**config.mk**
```make
export PLATFORM = sky130hd
export DESIGN_NAME = mul_seq
export DESIGN_NICKNAME = d
export VERILOG_FILES = /design/src/rtl/mul_seq.sv
export SDC_FILE = /design/constraint.sdc
export NUM_CORES = 1
export LEC_CHECK = 0
export CELL_PAD_IN_SITES_DETAIL_PLACEMENT = 2
export CELL_PAD_IN_SITES_GLOBAL_PLACEMENT = 2
export CORE_ASPECT_RATIO = 0.9
export CORE_MARGIN = 4
export CORE_UTILIZATION = 34
export CTS_CLUSTER_DIAMETER = 40
export DETAILED_ROUTE_END_ITERATION = 10
export PLACE_DENSITY = 0.83
export SYNTH_ARGS = -nofsm -noshare
export SYNTH_HDL_FRONTEND = slang
export SYNTH_SLANG_ARGS = --single-unit
```
**constraint.sdc**
```tcl
create_clock -name clk -period 4.82 [get_ports clk]
set_clock_uncertainty 0.05 [all_clocks]
set_input_delay 0.964 -clock clk [delete_from_list [all_inputs] [get_ports clk]]
set_output_delay 0.964 -clock clk [all_outputs]
set_load 0.02 [all_outputs]
```
**src/rtl/mul_seq.sv**
```systemverilog
// Sequential shift-and-add multiplier.
// Signed operands are converted to magnitudes on accept; the product sign is
// applied once, when the result is registered on entry to DONE. Each CALC
// cycle performs one WIDTH-bit add into the upper accumulator half and then
// shifts {carry, acc} right, so that after WIDTH cycles acc holds the product.
module mul_seq #(
  parameter int WIDTH = 32
) (
  input  logic                 clk,
  input  logic                 rst,
  input  logic                 flush,
  input  logic                 in_valid,
  output logic                 in_ready,
  input  logic                 in_signed,
  input  logic [WIDTH-1:0]     a,
  input  logic [WIDTH-1:0]     b,
  output logic                 out_valid,
  input  logic                 out_ready,
  output logic [2*WIDTH-1:0]   result,
  output logic                 busy
);

  localparam int CW = (WIDTH > 1) ? $clog2(WIDTH) : 1;
  localparam logic [CW-1:0] LAST = CW'(WIDTH - 1);

  typedef enum logic [1:0] {
    IDLE,
    CALC,
    DONE
  } state_t;

  state_t               state;
  logic [WIDTH-1:0]     mcand;
  logic [WIDTH-1:0]     mplier;
  logic [2*WIDTH-1:0]   acc;
  logic [CW-1:0]        cnt;
  logic                 neg;

  logic [WIDTH-1:0]     mag_a;
  logic [WIDTH-1:0]     mag_b;
  logic [WIDTH:0]       sum;
  logic [2*WIDTH-1:0]   acc_next;

  // Status outputs decode directly from the state register.
  assign in_ready  = (state == IDLE);
  assign out_valid = (state == DONE);
  assign busy      = (state != IDLE);

  // Operand magnitudes and the single add-and-shift step of the datapath.
  always_comb begin
    mag_a    = (in_signed && a[WIDTH-1]) ? -a : a;
    mag_b    = (in_signed && b[WIDTH-1]) ? -b : b;
    sum      = {1'b0, acc[2*WIDTH-1:WIDTH]} + {1'b0, (mplier[0] ? mcand : '0)};
    // {carry, acc_hi + addend, acc_lo} shifted right by one; bit 0 falls off.
    acc_next = (2*WIDTH)'({sum, acc[WIDTH-1:0]} >> 1);
  end

  // Control FSM and datapath registers; rst beats flush beats handshakes.
  always_ff @(posedge clk) begin
    if (rst) begin
      state  <= IDLE;
      mcand  <= '0;
      mplier <= '0;
      acc    <= '0;
      cnt    <= '0;
      neg    <= 1'b0;
      result <= '0;
    end else if (flush) begin
      state <= IDLE;
    end else begin
      case (state)
        IDLE: begin
          if (in_valid) begin
            mcand  <= mag_a;
            mplier <= mag_b;
            neg    <= in_signed & (a[WIDTH-1] ^ b[WIDTH-1]);
            acc    <= '0;
            cnt    <= '0;
            state  <= CALC;
          end
        end
        CALC: begin
          acc    <= acc_next;
          mplier <= mplier >> 1;
          cnt    <= cnt + 1'b1;
          if (cnt == LAST) begin
            state  <= DONE;
            result <= neg ? -acc_next : acc_next;
          end
        end
        DONE: begin
          if (out_ready) begin
            state <= IDLE;
          end
        end
        default: state <= IDLE;
      endcase
    end
  end

endmodule
```
# Word level (Yosys, flattened, before mapping)
# Index checks and enable logic that the tools add are counted.
# totals
inputBits	70
ff_bits	200
elab_cells	45
# classes
n_bitwise	3
mux	14
eq_ne	6
reduce_logical	10
add_sub_neg	5
# ops
operator	n
two-way mux 32 bit	4
two-way mux 64 bit	2
case mux 64 bit (2 select lines)	1
negation 32 bit	2
negation 64 bit	1
case mux 32 bit (2 select lines)	1
adder 32 x 32 -> 33 bit	1
AND reduction 3 bit	4
case mux 5 bit (2 select lines)	1
two-way mux 2 bit	3
case mux 2 bit (3 select lines)	1
adder 5 x 1 -> 5 bit, second input constant	1
equality test 5 bit, second input constant	1
two-way mux 5 bit	1
!= test 2 bit, second input constant	2
nonzero test 2 bit	2
equality test 2 x 1 -> 1 bit, second input constant	1
equality test 2 bit, second input constant	1
logical AND 1 bit	2
zero test 2 bit	1
!= test 2 x 1 -> 1 bit, second input constant	1
OR reduction 2 bit	1
AND 1 bit	1
inverter 1 bit	1
XOR 1 bit	1

# Depth between registers and ports, before layout
# logic_depth
depth_word	4
mapped_depth	14

# Worst setup path before layout
# OpenSTA, ideal clock, no wires.
# synth_path
path_type	register -> register
from	register mplier[0]
to	register result[60]
n_path_buf	1
arrival_time_ns	3.816
required_time_ns	4.689
path_slack_ns	0.873
path_stages_with_launch	14
setup_ns	0.081
path_cell_list	dfxtp_1 clkbuf_1 and2_1 ha_1 fa_1 a21o_1 a31o_2 a311o_1 a21o_1 a221oi_2 nand4b_1 or2_1 or4_1 a41oi_1
# synth_via
elab_chain_cells	4
# synth_lines
item	line	rtl
start, declared	34	logic [WIDTH-1:0] mplier;
start signal, assigned	75	mplier <= mag_b;
start signal, assigned	84	mplier <= mplier >> 1;
two-way mux 32 bit *	53	sum = {1'b0, acc[2*WIDTH-1:WIDTH]} + {1'b0, (mplier[0] ? mcand : '0)};
adder 32 x 32 -> 33 bit *	53	
negation 64 bit	88	result <= neg ? -acc_next : acc_next;
two-way mux 64 bit *	88	
end signal, assigned	88	
end, declared	19	output logic [2*WIDTH-1:0] result,
# Every way passes the cells marked *; elsewhere a longest branch is shown, timed or not.
# A chain may end at the register's enable or synchronous reset.

# Final worst setup path
# Ends and elaborated chain as after synthesis.

==> flow_summary.toml <==
[run]
maxCapViolCount = 0

[critical_path]
max_stage_delay_ns = 0.73
path_class = "flop to flop"
crit_slowest_cell = "a211oi_1"
cp_cell_sequence = "buf_4 > and2_1 > ha_1 > nand3_1 > a211oi_1 > o21ai_0 > a21boi_0 > o21a_1 > o2111ai_1 > or2_1 > or4_1 > a41oi_1"
critPathCaptureType = "flop"
cp.arrival_ns = 4.87
cp_max_fo = 13
worstSetupStartpointType = "flop"
crit_required_ns = 5.16
path_buf_inv = 1
cpLargestDelayFamily = "compound AO/OA/AOI/OAI gates"

[timing]
fin_crit_sh_pct = 94.12
rsz0062_at_grt = "false"
hold_viol = 0
setup_tns_ns = 0
fin_crit_ns = 4.536
slew_headroom_pct = 38.22
setup_viol = 0
slew_viol_final = 0
worstMarginPinSlew_ns = 0.9267
fmax_mhz = 220.4

[logic_synthesis]
synth.top_cells.by_count = "nor2_1 (205), dfxtp_1 (199), nand2_1 (112)"
synth_cell_types = 80
yosys.area.top_type_share_pct = 33.17
synth_flop_cell = "dfxtp_1"
synth-edff-count = 0
yosysMostFrequentCell = "nor2_1"
ys_seq_elements = 199
synth_area_leaders = "dfxtp_1 (33%), nor2_1 (6.4%), xor2_1 (5.4%)"
netlist_instances = 1514
synth_top_cell_by_area = "dfxtp_1"
ys_seq_area_share_pct = 33.17
synth_warnings = 0
syn_avg_cell_area_um2 = 7.934
syn-num-nets = 1622
syn_area_um2 = 12010
async_reset_ff_share_pct = 0

[cts]
cts.sinks = 199
cts_tree = "yes"
cts.repair.resized = 0
ctsHtreeMaxLevel = 4
holdBufCountCts = 0
cts_max_path_buffers = 2
cts_root_buf = "clkbuf_16"
cts_buffers = 17
clock_latency_ns = 0.46
post_cts_buffers = 0
clkTransAtPathRegs_ns = 0.08

[final_layout]
layout-drive-gt1-share_pct = 5.313
fin_nets = 1695
area_growth_pct = 19.64
finalNonFillerCells = 2070
final_util_pct = 41.09

[global_route]
grt_max_degree = 111
grt_pass1_wl_mm = 68.97
grt_pass1_vias = 12380
overflow = 0
track_usage_pct = 22.09
antenna_found_initial = 1

[place]
dpl.cell_count = 2037
port-buffer-count = 136
gp_congestion = 0.9077
hpwl_mm = 32.24

[power_and_ir_drop]
power-per-cell-area_nw_per_um2 = 246.3
pwr-share-clk_pct = 40.3
p_int_mw = 2.541
p_switching_mw = 0.9988
swShare_pct = 28.22
p_leak_nw = 5.110
ir_drop_mv = 0.2018
comb_power_share_pct = 11.5
pwr-share-seq_pct = 48.2

[drt]
drc = 0
ant_nets = 0
drtPass1Iterations = 5
routed_wl_mm = 43.18
viasPerCell = 5.736
avgRoutedWirePerCell_um = 20.86
first_iter_violations = 632
num_vias = 11870

[die]
start_util_pct = 34.35
dieArea_um2 = 38400
ios = 137
die_height_um = 186.3
core_um2 = 34970
row_count = 65
fp.dieW_um = 206.1

[worst_hold_path]
hp-class = "flop to flop"

[status]
status = "finished, final reports clean"
## cell usage in the layout (no fill, tap or decap), types with 12 or more instances in the layout
cell type	netlist	final
nor2_1	205	203
dfxtp_1	199	198
clkdlybuf4s50_1	0	135
nand2_1	112	112
a21oi_1	107	107
a211oi_1	82	82
a22oi_1	81	81
xor2_1	74	74
o21ai_0	59	59
xnor2_1	56	56
and2_1	42	42
ha_1	37	37
nand3_1	33	33
nor3_1	32	32
o31ai_1	25	25
buf_4	0	20
inv_1	18	18
nor4_1	18	18
or3_1	18	18
clkbuf_16	0	17
nand4_1	15	15
o41ai_1	13	13
nand2b_1	12	12
or4_1	12	12
## worst paths after layout
path	depth (start not counted)	slack [ns]	start	to
worst max-delay path	12	0.28	mplier[0]	result[60]
worst min-delay path	2	0.42	mcand[0]	mcand[0]
worst max register to register	12	0.28	mplier[0]	result[60]
worst min register to register	2	0.42	mcand[0]	mcand[0]
## power by group through the flow
stage,clock network [mW],logic (mW),registers (mW)
after floorplan,0,0.235,1.73
after global placement,0,0.393,1.74
after detailed placement,0,0.407,1.74
after CTS,1.47,0.410,1.70
after global routing,1.54,0.448,1.71
final,1.43,0.407,1.71
## per-layer routing
layer / up-vias / track usage [%] / part of all wire [%]
li1: 5691 / - / -
met5: - / 0 / 0.028
met1: 5934 / 31.22 / 49
met4: 2 / 4.759 / 1.3
met2: 214 / 35.79 / 46
met3: 33 / 3.336 / 3.7
## stage by stage
stage          cell area, um^2  setup slack (ns)  power (mW)  hold slack (ns)
2_1_floorplan            12010            0.8734       1.962           0.3817
3_3_place_gp             13800            0.4593       2.133           0.3893
3_5_place_dp             13800            0.3234       2.149           0.4127
4_1_cts                  14370            0.2871       3.585           0.4237
5_1_grt                  14370           0.05373       3.701           0.4474
6_report                 14370            0.2836       3.540           0.4184
## cells by family (layout without fill, tap and decap cells)
family,Yosys count,in the layout,share of synthesized area (%)
and+or+nand+nor,553,553,22.38
AOI/OAI and AO/OA,468,468,26.85
DFF,199,199,33.17
xor gates and xnor gates,130,130,9.479
buffers and inverters,123,209,3.854
adders and majority gates,38,38,4.021
muxes,3,3,0.2500
other,0,1,0
## state kept, by name (all words and copies together), names as in the netlist
name and count:
acc 63, cnt 5, mcand 32, mplier 32, neg 1, result 64
state 2
## tightest hold or removal path: cells and delay by family, from the launching register on
kind | cells | cell delay (ns)
and+or+nand+nor | 1 | 0.05
AOI/OAI and AO/OA | 1 | 0.06
DFF | 1 | 0.31
## final cells by class
| cell class | count | area, um^2 |
|---|---|---|
| Fill cell | 4004 | 20600 |
| Clock inverter | 12 | 106.4 |
| Antenna cell | 1 | 2.502 |
| Tap cell | 469 | 586.8 |
| Sequential cell | 199 | 3985 |
| Timing Repair Buffer | 159 | 1573 |
| Clock buffer | 20 | 456.7 |
| Multi-Input combinational cell | 1192 | 7592 |
| Inverter | 18 | 67.56 |
No activity file was read; power rests on OpenSTA's default activity.
